File: src/rtl/servo_instr_dispatcher.sv
// Servo instruction dispatcher: captures a 10-bit word from the serial receiver, writes one channel position, then re-arms the receiver. POS_CLAMP_EN enables clamping to POS_MIN..POS_MAX.
// Latency: ready sampled in IDLE at cycle N -> servo_wr at N+2 -> rx_reset high N+3..N+2+REARM_CYCLES.
// Backpressure: none; a receiver that keeps instruction_ready high parks the block in WAIT_CLEAR.
module servo_instr_dispatcher #(
   parameter int unsigned REARM_CYCLES = 4,
   parameter logic [7:0]  POS_MIN      = 8'd16,
   parameter logic [7:0]  POS_MAX      = 8'd240
) (
   input  logic       clk,
   input  logic       reset,
   input  logic       instruction_ready,
   input  logic [9:0] instruction,
   output logic       rx_reset,
   output logic       servo_wr,
   output logic [1:0] servo_sel,
   output logic [7:0] pos_ch0,
   output logic [7:0] pos_ch1,
   output logic [7:0] pos_ch2,
   output logic [7:0] pos_ch3,
   output logic [7:0] instr_count,
   output logic       busy
);

   typedef enum logic [2:0] {
      REARM      = 3'd0,
      WAIT_CLEAR = 3'd1,
      IDLE       = 3'd2,
      CAPTURE    = 3'd3,
      DISPATCH   = 3'd4
   } state_t;

   localparam logic [3:0] REARM_LAST = 4'(REARM_CYCLES - 1);

   if (REARM_CYCLES < 2 || REARM_CYCLES > 15 || POS_MIN > POS_MAX) begin : g_bad_param
      $error("servo_instr_dispatcher: illegal REARM_CYCLES or POS_MIN > POS_MAX");
   end

   state_t          state_q, state_d;
   logic [3:0]      cnt_q, cnt_d;
   logic [9:0]      instr_q, instr_d;
   logic [1:0]      sel_q, sel_d;
   logic [3:0][7:0] pos_q, pos_d;
   logic [7:0]      count_q, count_d;
   logic [7:0]      wr_val;

   always_comb begin
      wr_val = instr_q[7:0];
`ifdef POS_CLAMP_EN
      if (instr_q[7:0] < POS_MIN) begin
         wr_val = POS_MIN;
      end else if (instr_q[7:0] > POS_MAX) begin
         wr_val = POS_MAX;
      end
`endif
   end

   always_comb begin
      state_d = state_q;
      cnt_d   = cnt_q;
      instr_d = instr_q;
      sel_d   = sel_q;
      pos_d   = pos_q;
      count_d = count_q;
      case (state_q)
         REARM: begin
            if (cnt_q == REARM_LAST) begin
               cnt_d   = 4'd0;
               state_d = WAIT_CLEAR;
            end else begin
               cnt_d = cnt_q + 4'd1;
            end
         end
         WAIT_CLEAR: begin
            if (!instruction_ready) state_d = IDLE;
         end
         IDLE: begin
            if (instruction_ready) state_d = CAPTURE;
         end
         CAPTURE: begin
            instr_d = instruction;
            state_d = DISPATCH;
         end
         DISPATCH: begin
            sel_d               = instr_q[9:8];
            pos_d[instr_q[9:8]] = wr_val;
            count_d             = count_q + 8'd1;
            cnt_d               = 4'd0;
            state_d             = REARM;
         end
         default: begin
            state_d = REARM;
            cnt_d   = 4'd0;
         end
      endcase
   end

   always_ff @(posedge clk or posedge reset) begin
      if (reset) begin
         state_q <= REARM;
         cnt_q   <= 4'd0;
         instr_q <= 10'd0;
         sel_q   <= 2'd0;
         pos_q   <= {4{8'd128}};
         count_q <= 8'd0;
      end else begin
         state_q <= state_d;
         cnt_q   <= cnt_d;
         instr_q <= instr_d;
         sel_q   <= sel_d;
         pos_q   <= pos_d;
         count_q <= count_d;
      end
   end

   // servo_sel shows the live channel during the strobe and the last written one otherwise
   assign rx_reset    = (state_q == REARM);
   assign servo_wr    = (state_q == DISPATCH);
   assign servo_sel   = servo_wr ? instr_q[9:8] : sel_q;
   assign busy        = (state_q != IDLE);
   assign pos_ch0     = pos_q[0];
   assign pos_ch1     = pos_q[1];
   assign pos_ch2     = pos_q[2];
   assign pos_ch3     = pos_q[3];
   assign instr_count = count_q;

endmodule

File: config.mk
export PLATFORM = sky130hd
export DESIGN_NAME = servo_instr_dispatcher
export DESIGN_NICKNAME = d
export VERILOG_FILES = /design/src/rtl/servo_instr_dispatcher.sv
export SDC_FILE = /design/constraint.sdc
export NUM_CORES = 1
export LEC_CHECK = 0
export CAP_MARGIN = 30
export CORE_UTILIZATION = 44
export DETAILED_ROUTE_END_ITERATION = 10
export PLACE_DENSITY_LB_ADDON = 0.25
export SYNTH_ARGS = -nofsm -noshare
export SYNTH_HDL_FRONTEND = slang
export SYNTH_SLANG_ARGS = --single-unit
File: constraint.sdc
create_clock -name clk -period 2 [get_ports clk]
set_clock_uncertainty 0.1 [all_clocks]
set_input_delay 0.4 -clock clk [delete_from_list [all_inputs] [get_ports clk]]
set_output_delay 0.4 -clock clk [all_outputs]
set_load 0.1 [all_outputs]
==> run metrics, run 1 <==
status finished with violations; failing checks setup timing; final worst path period share 105.9%; Worst Setup SP state_q[0]; number of distinct library cells after synthesis 33; Final setup viols 27; fraction of layout cells with a size suffix above 1 54.18%; Max Cap Viol 0; area grow syn2layout 55.17%; DRC 0; Slew @ Worst Pin between 0.4 and 0.5 ns; crit path DAT about 1.6 ns; Sink Count between 50 and 60; Clock Pin Slew Worst Setup and Hold Paths 0.06 ns; Routed Antenna Nets 0; total CTS buffers 9; synthesized area per cell 14.04 um2; Total Die Area around 5700 um2; initial antenna violation count 0; initial drt markers 38; clock buffer depth 2; slowest CP cell or3b_4; CP peak stage delay between 0.4 and 0.5 ns; final hold violation count 0; worst skew pair latency approximately 0.33 ns; Worst setup SP type register; vias in the first global route 1647; core area around 5200 um2; Post-DP Area around 3400 um2; Ys Warns 0; Synthesized Nets approximately 190; Top-Level Pins 58; Port Buffers 57; Detailed Routing Iterations Pass 1 4; minimum clock period between 2 and 2.5 ns; fin area ~3700 um2; final setup margin -0.1174 ns; Initial Utilization approximately 46%; largest net degree at the start of global routing 25; nets about 260; crit-path cells or3b_4 -> clkinv_8 -> nand2_4 -> nand2_8 -> buf_12; Crit. End Element primary output; Max transition margin between 60 and 70%; CTS tree done; R2R cell count 6; register area share after synthesis 62.09%; WP buf/inv 2; GPL Wtd Cong approximately 0.78; Reg-to-Reg End pos_ch1[5]; average wire per standard cell 15.44 um; Worst EP required 1.50 ns; Total GRT Usage between 20% and 30%; Die Y ~76 um; CP endpoint servo_sel[0]; FF-to-FF setup slack -0.09 ns; fin. max-slew vios 0; cts-stage hold buffer count 0; number of core rows 26; kind of critical path register to primary output; die width between 70 and 80 um; first-pass GRT wire length a little over 8 mm; CTS H-tree lvls 3; RSZ-0062 raised after global routing yes; synthesized instance count 170; Hold Crit Class primary input to async pin; Critical Path Fanout Max 5; vias per cell about 5; total grt overflow 0; fmax about 470 MHz; Post-DP HPWL ~3.4 mm; routed vias ~1600; root buffer cell clkbuf_8; Post-Syn Area ~2400 um2; Critical R2R Launch state_q[0]; CP top delay family simple AND/OR/NAND/NOR gates; n_diodes 0; cell count along the critical path 5; synthesized flop and latch total between 50 and 60; drt total wl a little under 5 mm
[flip-flops by register name, indices dropped and copies added, names as in the netlist]
| register | cells |
|---|---|
| state_q | 3 |
| instr_count | 8 |
| pos_ch0 | 8 |
| instr_q | 10 |
| cnt_q | 4 |
| pos_ch2 | 8 |
| pos_ch1 | 8 |
| sel_q | 2 |
| pos_ch3 | 8 |
[cells in the mapped netlist]
cell	count	area share (%)
buf_4	2	0.63
clkbuf_2	1	0.21
and3_1	1	0.26
nand3b_1	3	0.94
mux2i_1	1	0.42
nand2_1	15	2.4
or3_1	2	0.52
nor2_1	5	0.79
clkbuf_1	3	0.47
xnor2_1	4	1.5
or3b_1	1	0.37
nor3b_4	1	0.79
nand3_1	2	0.42
clkinv_2	1	0.21
dfstp_2	4	4.4
nand3b_2	1	0.47
nand3_2	1	0.42
o21ai_0	2	0.42
dfrtp_1	55	58
nor3b_1	1	0.31
or3b_2	1	0.37
ha_1	2	1.0
a21oi_1	4	0.84
mux2_2	41	19
xor2_1	3	1.1
nand4b_1	1	0.37
mux2_1	1	0.47
a31oi_1	1	0.26
nor3_1	2	0.42
nor3_4	1	0.68
inv_1	3	0.47
nand4_1	3	0.79
or2_2	1	0.26
[cell families (layout without fill, tap and decap cells)]
group | Yosys count | in the layout | share of synthesized area, %
DFF | 59 | 59 | 62.09
xor gates and xnor gates | 7 | 7 | 2.570
buffers and inverters | 10 | 91 | 1.992
adders and majority gates | 2 | 2 | 1.049
AOI/OAI and AO/OA | 7 | 7 | 1.521
muxes | 43 | 43 | 20.24
and+or+nand+nor | 42 | 42 | 10.54
[worst register-to-register path, cell delays in order, from the launching register on]
cell	delay, ns
dfrtp_1	0.39
or3b_4	0.47
buf_4	0.16
buf_4	0.14
nor3b_4	0.22
buf_12	0.16
mux2_2	0.33
[worst min path at each step]
stage                           from          to  slack (ns)
after detailed placement  pos_ch1[1]  pos_ch1[1]        0.40
after global routing           reset    cnt_q[2]        0.33
after CTS                      reset    cnt_q[2]        0.31
after floorplan           instr_q[0]  pos_ch1[0]        0.41
final                          reset    cnt_q[2]        0.31
after global placement    pos_ch2[6]  pos_ch2[6]        0.39
[stage by stage]
stage,setup slack (ns),cells,hold WS (ns),setup TNS [ns],util [%]
2_1_floorplan,-0.01374,170,0.4124,-0.01374,-
3_3_place_gp,0.03520,300,0.3913,0,66.35
3_5_place_dp,-0.01704,300,0.3983,-0.02511,66.35
4_1_cts,-0.1082,319,0.3081,-0.2906,70.95
5_1_grt,-0.1658,321,0.3291,-2.951,71.58
6_report,-0.1174,321,0.3075,-1.105,71.58
[metal layers]
layer / GRT usage [%] / up-vias / share of wire [%] / wire, um
met4: 9.465 / 0 / 1.5 / 74
met3: 7.275 / 9 / 4.7 / 234
met2: 31.85 / 43 / 50 / 2466
li1: - / 747 / - / -
met5: 0 / - / 0 / 0
met1: 25.73 / 807 / 44 / 2181
[placed cells by master, fill, tap and decap left out, drive strengths merged, types with 3 or more instances in the layout]
master	Yosys	layout
xor2	3	3
clkbuf	4	10
nand2	15	15
xnor2	4	4
clkdlybuf4s50	0	12
clkinv	1	6
inv	3	3
mux2	42	42
a21oi	4	4
nor2	5	5
buf	2	59
nand4	3	3
dfstp	4	4
dfrtp	55	55
nor3	3	3
nand3b	4	4
nand3	3	3
[final cells by class]
class / count / area [um2]
Sequential cell: 59 / 1481
Fill cell: 330 / 1470
Timing Repair Buffer: 71 / 979.7
Multi-Input combinational cell: 101 / 933.4
Clock buffer: 10 / 137.6
Tap cell: 70 / 87.58
Clock inverter: 6 / 55.05
Inverter: 4 / 27.53
[repair_timing]
item,in CTS,in global routing
endpoints found under the setup margin,5,12
pin swaps,2,5
setup buffers,3,3
resized for setup,8,3
Power of run 1 is not shown: default switching activity piles up to over one toggle a cycle in this logic, so the estimate is an artifact.
==> run 2, diff against run 1 <==
--- a/config.mk
+++ b/config.mk
@@ -6,8 +6,9 @@
 export NUM_CORES = 1
 export LEC_CHECK = 0
 export CAP_MARGIN = 30
-export CORE_UTILIZATION = 44
+export CORE_UTILIZATION = 49
 export DETAILED_ROUTE_END_ITERATION = 10
+export GPL_ROUTABILITY_DRIVEN = 1
 export PLACE_DENSITY_LB_ADDON = 0.25
 export SYNTH_ARGS = -nofsm -noshare
 export SYNTH_HDL_FRONTEND = slang
==> constraint.sdc (replaced) <==
create_clock -name clk -period 2.1 [get_ports clk]
set_clock_uncertainty 0.1 [all_clocks]
set_input_delay 0.42 -clock clk [delete_from_list [all_inputs] [get_ports clk]]
set_output_delay 0.42 -clock clk [all_outputs]
set_load 0.1 [all_outputs]
==> run 2 against run 1 <==
Compared with the run above:
- the run still ends with setup timing left
- register-to-register slack improved by 0.24 ns
- die area fell by 9.9%
- global-route usage rose by 1.9 points
- via count rose by 2.1%
- core utilization rose by 0.69 points
- sequential share of layout area rose by 3.7 points
- first-iteration DRC count rose by 68%
- critical path depth did not move
- worst hold slack got worse by 0.048 ns
- largest cell class unchanged
==> run metrics, run 2 (synthesized netlist as in run 1, its figures left out) <==
most common cell after layout, fill and taps aside dfrtp_1; vias in the first global route 1740 (+5.6%); RSZ-0062 raised after global routing yes; fmax ~480 MHz; minimum clock period about 2.1 ns; Fill cells 301 (-8.8%); Total GRT Usage 22.36% (+1.9 points); clock buffer depth 2 (unchanged); fin util 72.27% (+0.69 points); crit-path cells or3b_4 -> clkinv_8 -> nand2_4 -> nand2_8 -> buf_12; CP peak stage delay 0.47 ns (about the same); fraction of layout cells with a size suffix above 1 52.78% (-1.4 points); total CTS buffers 9 (unchanged); Critical Path Fanout Max 5 (unchanged); Critical R2R Launch state_q[0]; largest net degree at the start of global routing 47 (+88%); most frequent cells in the layout dfrtp_1 (55), buf_4 (46), mux2_2 (41); CTS tree done; vias per cell 5.359 (+7.1%); slowest CP cell or3b_4; Slew @ Worst Pin 0.3997 ns (-0.09662 ns); worst skew pair latency 0.33 ns (about the same); first-pass GRT wire length 8.342 mm (+2.4%); Die Y 71.78 um (-5.1%); drt total wl 5.098 mm (+2.9%); status finished with violations; area grow syn2layout 42.11%; initial drt markers 64 (+68%); Detailed Routing Iterations Pass 1 6 (+2); fin. max-slew vios 0 (unchanged); root buffer cell clkbuf_8; CP top delay family simple AND/OR/NAND/NOR gates; Total Die Area 5152 um2 (-9.9%); Hold Crit Class primary input to async pin; Sink Count 59 (unchanged); final worst path period share 100.2%; initial antenna violation count 0 (unchanged); max FFs per register 10 (unchanged); Max transition margin 73.35% (+6.4 points); Max Cap Viol 0 (unchanged); n_diodes 0 (unchanged); Clock Pin Slew Worst Setup and Hold Paths 0.06 ns (about the same); routed vias 1640 (+2.1%); Crit. End Element primary output; core area 4692 um2 (-9.3%); DRC 0 (unchanged); Top-Level Pins 58 (unchanged); number of core rows 25 (-3.8%); total grt overflow 0 (unchanged); Routed Antenna Nets 0 (unchanged); GPL Wtd Cong 0.7461 (-4.0%); CTS H-tree lvls 3 (unchanged); Post-DP HPWL 3.542 mm (+5.1%); final setup TNS -0.003632 ns (+1.101 ns); failing checks setup timing; nets 262 (+0.38%); most flop-heavy register instr_q; kind of critical path register to primary output; Worst setup SP type register; Final setup viols 1 (-96%); die width 71.78 um (-5.1%); final setup margin -0.003632 ns (+0.1137 ns); Worst Setup SP state_q[0]; crit path DAT 1.58 ns (-0.04 ns); Worst EP required 1.58 ns (+0.08 ns); Port Buffers 57 (unchanged); Initial Utilization 50.85% (+4.7 points); WP buf/inv 2 (unchanged); average wire per standard cell 16.66 um (+7.9%); final hold violation count 0 (unchanged)
[run 2: cell types whose count changed in the layout (fill, tap and decap cells not counted)]
cell,delta
clkbuf_1,+3
clkinv_2,-2
buf_4,+21
bufinv_16,-1
nand2_1,+1
buf_12,-20
nand2_2,-1
nand2_8,-2
nand2_4,+2
[run 2: stage by stage]
step	area, um2	cells	hold slack (ns)	setup WS, ns
CTS	3362	304	0.2572	-0.02964
global placement	3146	283	0.3600	0.1130
finish	3391	306	0.2600	-0.003632
floorplan	2429	170	0.4124	0.06344
detailed placement	3146	283	0.3666	0.05551
global route	3391	306	0.2792	-0.06177
[run 2: repair_timing]
action | CTS | global route
resized for setup | 5 | 4
hold buffers | 0 | 0
endpoints found under the setup margin | 3 | 5
cloned | 0 | 0
buffers inserted | 5 | 2
pin swaps | 3 | 3
[run 2: cell type report]
class | instances | area [um2] | area share (%)
sequential | 59 | 1481 | 43.69
multi-input combinational | 101 | 913.4 | 26.94
timing repair buffer | 72 | 737.0 | 21.73
clock buffer | 13 | 148.9 | 4.391
tap | 54 | 67.56 | 1.993
inverter | 4 | 27.53 | 0.8118
clock inverter | 3 | 15.01 | 0.4428
[run 2: metal layers]
layer	track usage, %	vias to the layer above	share of wire, %
li1	-	749	-
met1	26.32	826	41
met2	35.64	47	51
met3	6.188	18	4.7
met4	15.47	0	3.1
met5	0	-	0
[run 2: path summary, 6_finish.rpt]
check	slack, ns	endpoint	cells after the start
max reg2reg	0.15	pos_ch1[6]	5
max in group asynchronous	1.05	pos_ch2[7]	3
min in group clk	0.37	instr_count[7]	1
max	-0.004	servo_sel[1]	5
min	0.26	instr_count[0]	2
min reg2reg	0.37	instr_count[7]	1
[run 2: worst register-to-register path: stages (launching register included)]
cell	delay (ns)
dfrtp_1	0.38
or3b_4	0.47
buf_4	0.17
nor3b_4	0.15
buf_4	0.21
mux2_2	0.35
Power of run 2 is left out for the same reason.
==> run 3, diff against run 2 <==
--- a/config.mk
+++ b/config.mk
@@ -6,7 +6,7 @@
 export NUM_CORES = 1
 export LEC_CHECK = 0
 export CAP_MARGIN = 30
-export CORE_UTILIZATION = 49
+export CORE_UTILIZATION = 45
 export DETAILED_ROUTE_END_ITERATION = 10
 export GPL_ROUTABILITY_DRIVEN = 1
 export PLACE_DENSITY_LB_ADDON = 0.25
==> run 3 against run 2 <==
Compared with the run above:
- the flow still finishes with violations (setup timing)
- worst hold slack improved by 0.048 ns
- critical path depth rose by 1
- via count fell by 2.4%
- critical endpoint unchanged
==> run metrics, run 3 (synthesized netlist as in run 1, its figures left out) <==
status finished with violations; failing checks setup timing; Detailed Routing Iterations Pass 1 4 (-2); total CTS buffers 9 (unchanged); worst skew pair latency 0.33 ns (about the same); first-pass GRT wire length 7.783 mm (-6.7%); Hold Crit Class primary input to async pin; Worst EP required 1.58 ns (about the same); vias per cell 5.066 (-5.5%); Initial Utilization 46.72% (-4.1 points); Post-DP HPWL 3.216 mm (-9.2%); average wire per standard cell 15.21 um (-8.7%); fmax 468.2 MHz (-1.5%); clock buffer depth 2 (unchanged); vias in the first global route 1599 (-8.1%); fraction of layout cells with a size suffix above 1 52.03% (-0.75 points); area grow syn2layout 42.89%; Top-Level Pins 58 (unchanged); n_diodes 0 (unchanged); FF-to-FF setup slack 0.02 ns (-0.13 ns); Total GRT Usage 19.57% (-2.8 points); most flop-heavy register instr_q; largest net degree at the start of global routing 26 (-45%); core area 5107 um2 (+8.9%); Crit. End Element primary output; final worst path period share 101.7% (+1.5 points); DRC 0 (unchanged); fin. max-slew vios 0 (unchanged); total grt overflow 0 (unchanged); most frequent cells in the layout dfrtp_1 (55), buf_4 (42), mux2_2 (41); Slew @ Worst Pin 0.5970 ns (+0.1973 ns); minimum clock period 2.136 ns (+0.03217 ns); Port Buffers 57 (unchanged); final hold violation count 0 (unchanged); kind of critical path register to primary output; Routed Antenna Nets 0 (unchanged); drt total wl 4.807 mm (-5.7%); die width 74.82 um (+4.2%); number of core rows 26 (+4.0%); Final setup viols 3 (+2); GPL Wtd Cong 0.7407 (-0.72%); Critical Path Fanout Max 6 (+1); routed vias 1601 (-2.4%); met2 Use GR 29.83% (-5.8 points); max FFs per register 10 (unchanged); met3 usage 6.693% (+0.50 points); RSZ-0062 raised after global routing yes; busiest metal layer after global routing met2; root buffer cell clkbuf_8; placed cells 299 (+5.7%); Global Route met1 Usage 24.69% (-1.6 points); final setup margin -0.03581 ns (-0.03217 ns); Clock Pin Slew Worst Setup and Hold Paths 0.06 ns (about the same); Total Die Area 5597 um2 (+8.6%); Reg-to-Reg End pos_ch3[5]; Sink Count 59 (unchanged); nets 260 (-0.76%); Max Cap Viol 0 (unchanged); Worst setup SP type register; CTS tree done; Post-Place Setup Slack 0.1699 ns (+0.1144 ns); R2R cell count 7 (+2); initial drt markers 92 (+44%); cts-stage hold buffer count 0 (unchanged); Die Y 74.82 um (+4.2%); initial antenna violation count 0 (unchanged); Final Non-Filler Cells 316 (+3.3%); Max transition margin 60.08% (-13 points); crit path DAT 1.62 ns (+0.04 ns); most common cell after layout, fill and taps aside dfrtp_1; CTS H-tree lvls 3 (unchanged); Critical R2R Launch state_q[1]
==> run 3: changes by cell type in the layout (fill, tap and decap cells not counted) <==
cell      previous run  this run
clkbuf_8            10        11
or3b_4               2         1
buf_4               46        42
or3b_1               0         1
clkinv_2             3         0
buf_12              13        15
clkbuf_1             3         1
==> run 3: routing by layer <==
metal | vias up | wire length (um)
li1 | 743 | -
met1 | 794 | 2129
met2 | 50 | 2309
met3 | 14 | 241
met4 | 0 | 126
met5 | - | 0
==> run 3: final cells by class <==
type | instances | area (um2)
clock buffer | 12 | 155.1
fill | 399 | 1698
inverter | 4 | 27.53
multi-input combinational | 101 | 910.9
sequential | 59 | 1481
tap | 70 | 87.58
timing repair buffer | 70 | 747.0
==> run 3: repair_timing <==
| item | in CTS | in global routing |
|---|---|---|
| gates resized for setup | 6 | 2 |
| pin swaps | 2 | 1 |
| endpoints found under the setup margin | 2 | 19 |
| buffers inserted | 5 | 0 |
==> run 3: worst max-delay path, stage by stage (launching register included) <==
cell and delay, ns:
dfrtp_1 0.38, or3b_1 0.39, buf_6 0.16, clkinv_8 0.06, nand2_4 0.06, nand2_8 0.08
buf_12 0.16
==> run 3: per-stage QoR <==
| step | area [um2] | TNS, ns | utilization, % | hold slack (ns) |
|---|---|---|---|---|
| after floorplan | 2429 | 0 | - | 0.4124 |
| after global placement | 3191 | 0 | 62.47 | 0.3667 |
| after detailed placement | 3191 | 0 | 62.47 | 0.3710 |
| after CTS | 3405 | -0.1242 | 66.66 | 0.3183 |
| after global routing | 3410 | -0.5197 | 66.76 | 0.3473 |
| final | 3410 | -0.08759 | 66.76 | 0.3080 |
==> run 3: worst max path at each step <==
stage,from,endpoint,slack (ns),depth (start not counted)
after floorplan,state_q[1],servo_sel[0],0.06,6
after global placement,state_q[0],servo_sel[1],0.19,6
after detailed placement,state_q[0],servo_sel[1],0.17,6
after CTS,state_q[1],servo_sel[0],-0.05,6
after global routing,state_q[1],servo_sel[1],-0.09,6
final,state_q[1],servo_sel[1],-0.04,6
Power of run 3 is left out for the same reason.
